### src/rtl/cond_resolve_unit.sv
// -----------------------------------------------------------------------------
// cond_resolve_unit
// Consumer end of the ALU flag interface. Latches ALU N/Z/C/V into the
// architectural flags register, counts flag-setting ops that have issued but
// not yet written back, and resolves B.cond requests once flags are current.
//
// Optional feature macro: FLAG_FWD_EN
//   defined   - when the last outstanding op writes its flags in the same cycle
//               a request would otherwise wait, the incoming ALU flags are
//               evaluated directly (one cycle saved).
//   undefined - evaluation always uses the registered flags_q.
// -----------------------------------------------------------------------------
module cond_resolve_unit #(
    parameter  int PEND_DEPTH = 4,
    localparam int CNT_W      = $clog2(PEND_DEPTH + 1)
) (
    input  logic       clk,
    input  logic       reset,
    input  logic       flag_issue,
    output logic       issue_ready,
    input  logic       flag_wr_en,
    input  logic       negative,
    input  logic       zero,
    input  logic       overflow,
    input  logic       carry_out,
    output logic [3:0] flags_q,
    input  logic       br_valid,
    input  logic [3:0] br_cond,
    output logic       br_ready,
    output logic       res_valid,
    output logic       res_taken,
    input  logic       res_ready
);

    localparam logic [1:0] ST_IDLE = 2'd0;
    localparam logic [1:0] ST_WAIT = 2'd1;
    localparam logic [1:0] ST_RESP = 2'd2;

    localparam logic [CNT_W-1:0] CNT_MAX  = CNT_W'(PEND_DEPTH);
    localparam logic [CNT_W-1:0] CNT_ZERO = '0;
    localparam logic [CNT_W-1:0] CNT_ONE  = CNT_W'(1);

    logic [1:0]       state;
    logic [1:0]       state_d;
    logic [CNT_W-1:0] pend_cnt;
    logic [3:0]       cond_q;
    logic [3:0]       cond_d;
    logic             taken_d;
    logic [3:0]       alu_flags;
    logic             issue_acc;
    logic             wr_dec;
    logic             br_acc;
    logic             fwd_hit;

    // Flags in {N,Z,C,V} order, the same layout as flags_q.
    assign alu_flags = {negative, zero, carry_out, overflow};

    assign issue_ready = !reset && (pend_cnt < CNT_MAX);
    assign br_ready    = !reset && (state == ST_IDLE);
    assign res_valid   = (state == ST_RESP);

    assign issue_acc = flag_issue && issue_ready;
    // A write with nothing outstanding still updates flags but must not underflow.
    assign wr_dec    = flag_wr_en && (pend_cnt != CNT_ZERO);
    assign br_acc    = br_valid && br_ready;

`ifdef FLAG_FWD_EN
    // Last outstanding op writes back now and nothing new issues this cycle.
    assign fwd_hit = (pend_cnt == CNT_ONE) && flag_wr_en && !issue_acc;
`else
    assign fwd_hit = 1'b0;
`endif

    // ARM condition code evaluation against {N,Z,C,V}.
    function automatic logic cond_eval(input logic [3:0] cond, input logic [3:0] f);
        logic n, z, c, v;
        {n, z, c, v} = f;
        case (cond)
            4'h0:    return z;
            4'h1:    return !z;
            4'h2:    return c;
            4'h3:    return !c;
            4'h4:    return n;
            4'h5:    return !n;
            4'h6:    return v;
            4'h7:    return !v;
            4'h8:    return c && !z;
            4'h9:    return !c || z;
            4'hA:    return n == v;
            4'hB:    return n != v;
            4'hC:    return !z && (n == v);
            4'hD:    return z || (n != v);
            default: return 1'b1;
        endcase
    endfunction

    // Next-state, latched condition and resolution value for the request FSM.
    always_comb begin
        // NOTE: every output of this block gets a default first so no path
        // leaves one unassigned, which would otherwise infer a latch.
        state_d = state;
        cond_d  = cond_q;
        taken_d = res_taken;
        case (state)
            ST_IDLE: begin
                if (br_acc) begin
                    cond_d = br_cond;
                    // pend_cnt is the pre-issue count, so an op issued this
                    // same cycle is not waited for.
                    if (pend_cnt == CNT_ZERO) begin
                        taken_d = cond_eval(br_cond, flags_q);
                        state_d = ST_RESP;
                    end else if (fwd_hit) begin
                        taken_d = cond_eval(br_cond, alu_flags);
                        state_d = ST_RESP;
                    end else begin
                        state_d = ST_WAIT;
                    end
                end
            end
            ST_WAIT: begin
                if (pend_cnt == CNT_ZERO) begin
                    taken_d = cond_eval(cond_q, flags_q);
                    state_d = ST_RESP;
                end else if (fwd_hit) begin
                    taken_d = cond_eval(cond_q, alu_flags);
                    state_d = ST_RESP;
                end
            end
            ST_RESP: begin
                if (res_ready) state_d = ST_IDLE;
            end
            default: state_d = ST_IDLE;
        endcase
    end

    // Registered state: FSM, condition, result, flags and pending counter.
    always_ff @(posedge clk) begin
        // NOTE: non-blocking assignments keep every register sampling the
        // pre-edge values, independent of statement order.
        if (reset) begin
            state     <= ST_IDLE;
            cond_q    <= 4'h0;
            res_taken <= 1'b0;
            flags_q   <= 4'b0000;
            pend_cnt  <= CNT_ZERO;
        end else begin
            state     <= state_d;
            cond_q    <= cond_d;
            res_taken <= taken_d;
            if (flag_wr_en) flags_q <= alu_flags;
            if (issue_acc && !wr_dec)      pend_cnt <= pend_cnt + CNT_ONE;
            else if (wr_dec && !issue_acc) pend_cnt <= pend_cnt - CNT_ONE;
        end
    end

endmodule

### config.mk
export PLATFORM = sky130hd
export DESIGN_NAME = cond_resolve_unit
export DESIGN_NICKNAME = d
export VERILOG_FILES = /design/src/rtl/cond_resolve_unit.sv
export SDC_FILE = /design/constraint.sdc
export NUM_CORES = 1
export LEC_CHECK = 0
export CAP_MARGIN = 15
export CORE_ASPECT_RATIO = 0.75
export CORE_MARGIN = 2
export CORE_UTILIZATION = 43
export DETAILED_ROUTE_END_ITERATION = 10
export GPL_TIMING_DRIVEN = 0
export PLACE_DENSITY = 0.74
export SYNTH_ARGS = -nofsm -noshare
export SYNTH_HDL_FRONTEND = slang
export SYNTH_SLANG_ARGS = --single-unit
### constraint.sdc
create_clock -name clk -period 2.05 [get_ports clk]
set_input_delay 0.41 -clock clk [delete_from_list [all_inputs] [get_ports clk]]
set_output_delay 0.41 -clock clk [all_outputs]
set_load 0.02 [all_outputs]
Word level (Yosys, flattened, before mapping)

Cells that the tools add are included.

Register bits: 14
Word-level logic and storage cells: 83
Bits of input ports: 14

Magnitude comparators: 1
Mux-type cells: 13
Reduce and logical (&&, ||, !) cells: 28
Add/subtract/negate cells: 2
Eq/ne operators: 34

Operator list:

| operator            | count |
|---|---|
| $eq 4x4->1 const B  | 12 |
| $eq 4x3->1 const B  | 8 |
| $pmux 1 s14         | 2 |
| $eq 4x2->1 const B  | 4 |
| $logic_and 1x1->1   | 9 |
| $eq 4x1->1 const B  | 2 |
| $logic_not 4->1     | 2 |
| $mux 2              | 4 |
| $logic_not 1->1     | 7 |
| $mux 3              | 2 |
| $pmux 2 s3          | 1 |
| $ne 2x1->1 const B  | 2 |
| $ne 2x2->1 const B  | 2 |
| $reduce_and 4->1    | 1 |
| $reduce_bool 2->1   | 2 |
| $add 3x1->3 const B | 1 |
| $logic_not 3->1     | 1 |
| $lt 3x3->1 const B  | 1 |
| $mux 1              | 3 |
| $reduce_and 3->1    | 1 |
| $reduce_bool 3->1   | 1 |
| $sub 3x1->3 const B | 1 |
| $eq 2x1->1 const B  | 1 |
| $eq 2x2->1 const B  | 1 |
| other kinds (6)     | 7 |

Longest topological paths before layout

Depth after elaboration: 7
Mapped depth: 9

Least setup slack after synthesis

OpenSTA, ideal clock, no wires.

Kind: input port to flip-flop
Start point: input port reset
End point: register pend_cnt[2]
Path slack: -0.178 ns
Cell stages on the path: 9
Arrival time: 2.159 ns
Library setup time: 0.070 ns
Cell sequence: buf_6 -> nor2_1 -> and2_1 -> ha_1 -> inv_1 -> fa_1 -> xor2_1 -> or3_1 -> a21oi_1

Longest elaborated chain between the ends: 6
Elaborated cells on any way between the ends: 8

Ends and longest elaborated chain:

| element                     | line | text |
|---|---|---|
| start: declaration          | 18   | `input logic reset,` |
| $logic_not 1->1 (*)         | 58   | `assign issue_ready = !reset && (pend_cnt < CNT_MAX);` |
| $logic_and 1x1->1 (*)       | 58   |  |
| via issue_ready             | 20   | `output logic issue_ready,` |
| $logic_and 1x1->1 (*)       | 62   | `assign issue_acc = flag_issue && issue_ready;` |
| $logic_not 1->1             | 153  | `else if (wr_dec && !issue_acc) pend_cnt <= pend_cnt - CNT_ONE;` |
| $logic_and 1x1->1           | 153  |  |
| $reduce_bool 2->1 (no line) | -    |  |
| end signal: assignment      | 152  | `if (issue_acc && !wr_dec) pend_cnt <= pend_cnt + CNT_ONE;` |
| end signal: assignment      | 153  |  |
| end: declaration            | 45   | `logic [CNT_W-1:0] pend_cnt;` |

Mark *: on every way through the listed nets, which the timed path passes. The rest lies on a longest branch.
A chain may end at the register's enable or synchronous reset.

Final worst setup path

Start point: input port flag_issue
End point: register pend_cnt[2]

Longest elaborated chain between the ends: 4
Elaborated cells on any way between the ends: 6

Ends and longest elaborated chain:

| element                     | line | text |
|---|---|---|
| start: declaration          | 19   | `input logic flag_issue,` |
| $logic_and 1x1->1 (*)       | 62   |  |
| $logic_not 1->1             | 153  |  |
| $logic_and 1x1->1           | 153  |  |
| $reduce_bool 2->1 (no line) | -    |  |

Every way passes the cells marked *; elsewhere a longest branch is shown, timed or not.

==> flow_metrics.env <==
export IMPL_outcome="completed"
export IMPL_overflow=0
export IMPL_numCtsBuffers=3
export IMPL_path_cells="clkdlybuf4s50_1 -> and2_1 -> ha_4 -> inv_1 -> fa_1 -> xor2_1 -> or3_1 -> a21oi_1"
export IMPL_grt_max_degree=11
export IMPL_hold_viol=0
export IMPL_power_density_nw_per_um2=992.3
export IMPL_grt_pass1_vias=790
export IMPL_p_leak_nw=0.4746
export IMPL_drive_above_1_share=0.1181
export IMPL_rows=14
export IMPL_syn_num_nets=120
export IMPL_die_w_um=57
export IMPL_clock_sinks=14
export IMPL_synthArstFlopShare=0
export IMPL_syn_area_per_cell_um2=8.710
export IMPL_seq_area_frac_synth=0.3094
export IMPL_slowest_delay_ns=0.44
export IMPL_drtIter0Drc=33
export IMPL_p_comb_frac=0.472
export IMPL_tightest_slew_ns=0.4708
export IMPL_synthCells=104
export IMPL_intPower_w=0.0007702
export IMPL_maxCapViolations=0
export IMPL_dr_pass1_iters=4
export IMPL_p_sw_w=0.0004242
export IMPL_wl_per_cell_um=13.16
export IMPL_finalWorstPathRequiredPeriod_ns=1.982
export IMPL_grtUsageTotal=0.1785
export IMPL_fillers=180
export IMPL_synthFlopType="dfxtp_1"
export IMPL_vias=817
export IMPL_worstSetupPathType="input port to flip-flop"
export IMPL_fp_dieH_um=43.75
export IMPL_htreeDepth=1
export IMPL_cts_tree="yes"
export IMPL_grt_pass1_wl_um=3456
export IMPL_cts_clk_slew_worst_paths_ns=0.09
export IMPL_ys_warn_count=0
export IMPL_fmax_ghz=0.5046
export IMPL_clock_latency_ns=0.28
export IMPL_drc=0
export IMPL_seqPwrFrac=0.362
export IMPL_ant_nets=0
export IMPL_startpoint="flag_issue"
export IMPL_dp_hpwl_um=1519
export IMPL_skew_ns=0.006454
export IMPL_slew_headroom=0.6861
export IMPL_rsz0062_at_grt="no"
export IMPL_muxShareOfSynthArea=0.1395
export IMPL_total_power_w=0.001194
export IMPL_multi_input_area_um2=608.1
export IMPL_diodes=0
export IMPL_setup_viol=0
export IMPL_register_area_um2=285.3
export IMPL_place_congestion=0.7952
export IMPL_nNetsFinal=144
export IMPL_cts_path_max_buffers=2
export IMPL_required_ns=2.26
export IMPL_cts_root_buf="clkbuf_4"
export IMPL_hold_ws_ns=0.3058
export IMPL_core_area_um2=1997
export IMPL_ir_worst_vdd_mv=0.7512
export IMPL_synth_compound_area_frac=0.1326
export IMPL_rrSetupSlack_ns=0.10
export IMPL_hold_class="input port to flip-flop"
export IMPL_syn2layout_area_growth_pct=32.87
export IMPL_critPathCaptureType="flip-flop"
export IMPL_slew_viol_final=0
export IMPL_port_buffers=18
export IMPL_synth_edff_count=0
export IMPL_worstHoldStart="reset"
export IMPL_top_level_ports=22
export IMPL_via_per_inst=5.411
export IMPL_clockPowerShare=0.166
export IMPL_start_util=0.4536
export IMPL_routed_wl_um=1987
export IMPL_synthSimpleGateAreaFrac=0.2431
export IMPL_layout_worst_path_cycle_share=0.9667
export IMPL_cp_data_arrival_time_ns=2.20
export IMPL_path_max_fanout=2
export IMPL_syn_area_um2=905.9
export IMPL_grt_antenna_before_repair=0
export IMPL_slowest_stage="clkdlybuf4s50_1"
export IMPL_switching_share=0.3551
export IMPL_die_area_um2=2494
export IMPL_synth_top_family_by_area="simple AND/OR/NAND/NOR gates"
export IMPL_r2r_start="pend_cnt[2]"
export IMPL_synth_seq_cells=14
export IMPL_synth_adder_area_share=0.03591
export IMPL_synth_xor_xnor_area_share=0.07735
export IMPL_critPathLaunchType="input port"
export IMPL_synth_distinct_cells=38
-- logic make-up after synthesis --
group	Yosys count
buffers and inverters	11
XOR/XNOR	8
flip-flops	14
adder cells (fa/ha/maj)	2
AO/OA/AOI/OAI	17
AND/OR/NAND/NOR	41
multiplexers	11
-- repair_timing --
action | 4_1_cts | 5_1_grt
resized for setup | 1 | 7
setup buffers | 0 | 1
endpoints found under the setup margin | 1 | 1
pin swaps | 1 | 1
hold buffers | 0 | 0
-- registers in the layout, indices dropped and copies added, names as in the netlist --
register and count:
state 2, flags_q 4, res_taken 1, cond_q 4
pend_cnt 3
-- power groups by stage --
stage	clock network [W]	registers [W]	logic [W]
floorplan	0	0.000412	0.000328
global placement	0	0.000411	0.000464
detailed placement	0	0.000416	0.000478
CTS	0.000207	0.000414	0.000486
global route	0.000219	0.000447	0.000623
finish	0.000199	0.000432	0.000563
-- placed cells by master, fill, tap and decap left out, drive strengths merged, types with 3 or more instances in the layout --
cell,Yosys,routed
dfxtp,14,14
nand2,3,3
clkdlybuf4s50,0,18
xnor2,3,3
mux2i,10,10
nor3,7,7
buf,2,3
o21ai,4,4
nand2b,3,3
inv,5,5
nor2,13,13
clkbuf,4,8
nor2b,3,3
xor2,5,5
-- cells in the mapped netlist, types with 3 or more instances --
master,n,share of area
nand2b_1,3,0.021
xnor2_1,3,0.029
nor2_1,13,0.054
o21ai_0,3,0.017
clkbuf_1,4,0.017
mux2i_1,10,0.11
nor2b_1,3,0.021
inv_1,5,0.021
nand2_1,3,0.012
dfxtp_1,14,0.31
xor2_1,5,0.048
nor3_1,7,0.039
-- layer usage --
| layer | share of wire | GRT usage |
|---|---|---|
| met1 | 0.51 | 0.2444 |
| met2 | 0.43 | 0.2897 |
| met3 | 0.058 | 0.05672 |
| met4 | 0 | 0.01860 |
| met5 | 0 | 0 |
-- area by class of cell --
| class | instances | area share |
|---|---|---|
| Inverter | 5 | 0.01559 |
| Tap cell | 24 | 0.02495 |
| Clock buffer | 4 | 0.03015 |
| Multi-Input combinational cell | 79 | 0.5052 |
| Timing Repair Buffer | 19 | 0.1559 |
| Sequential cell | 14 | 0.2370 |
| Buffer | 6 | 0.03119 |
-- stage by stage --
step / instance area [µm²] / TNS (ns) / instances / worst slack (ns) / util
2_1_floorplan: 913.4 / 0 / 104 / 0.02093 / -
3_5_place_dp: 1124 / -0.2221 / 146 / -0.2221 / 0.5627
5_1_grt: 1204 / 0 / 151 / 0.003441 / 0.6028
4_1_cts: 1165 / 0 / 150 / 0.01487 / 0.5833
6_report: 1204 / 0 / 151 / 0.06827 / 0.6028
3_3_place_gp: 1124 / -0.1850 / 146 / -0.1850 / 0.5627
-- worst max-delay path, delay by kind of cell --
family                   cells  cell delay [ns]
AND/OR/NAND/NOR              2             0.47
XOR/XNOR                     1             0.16
buffers and inverters        2             0.48
AO/OA/AOI/OAI                1             0.14
adder cells (fa/ha/maj)      2             0.53
-- final timing paths --
kind,endpoint,cells past startpoint
worst max-delay path,pend_cnt[2],8
worst min-delay path,pend_cnt[2],2
worst max register to register,pend_cnt[2],8
worst min register to register,res_taken,2
No activity file was read; power rests on OpenSTA's default activity.
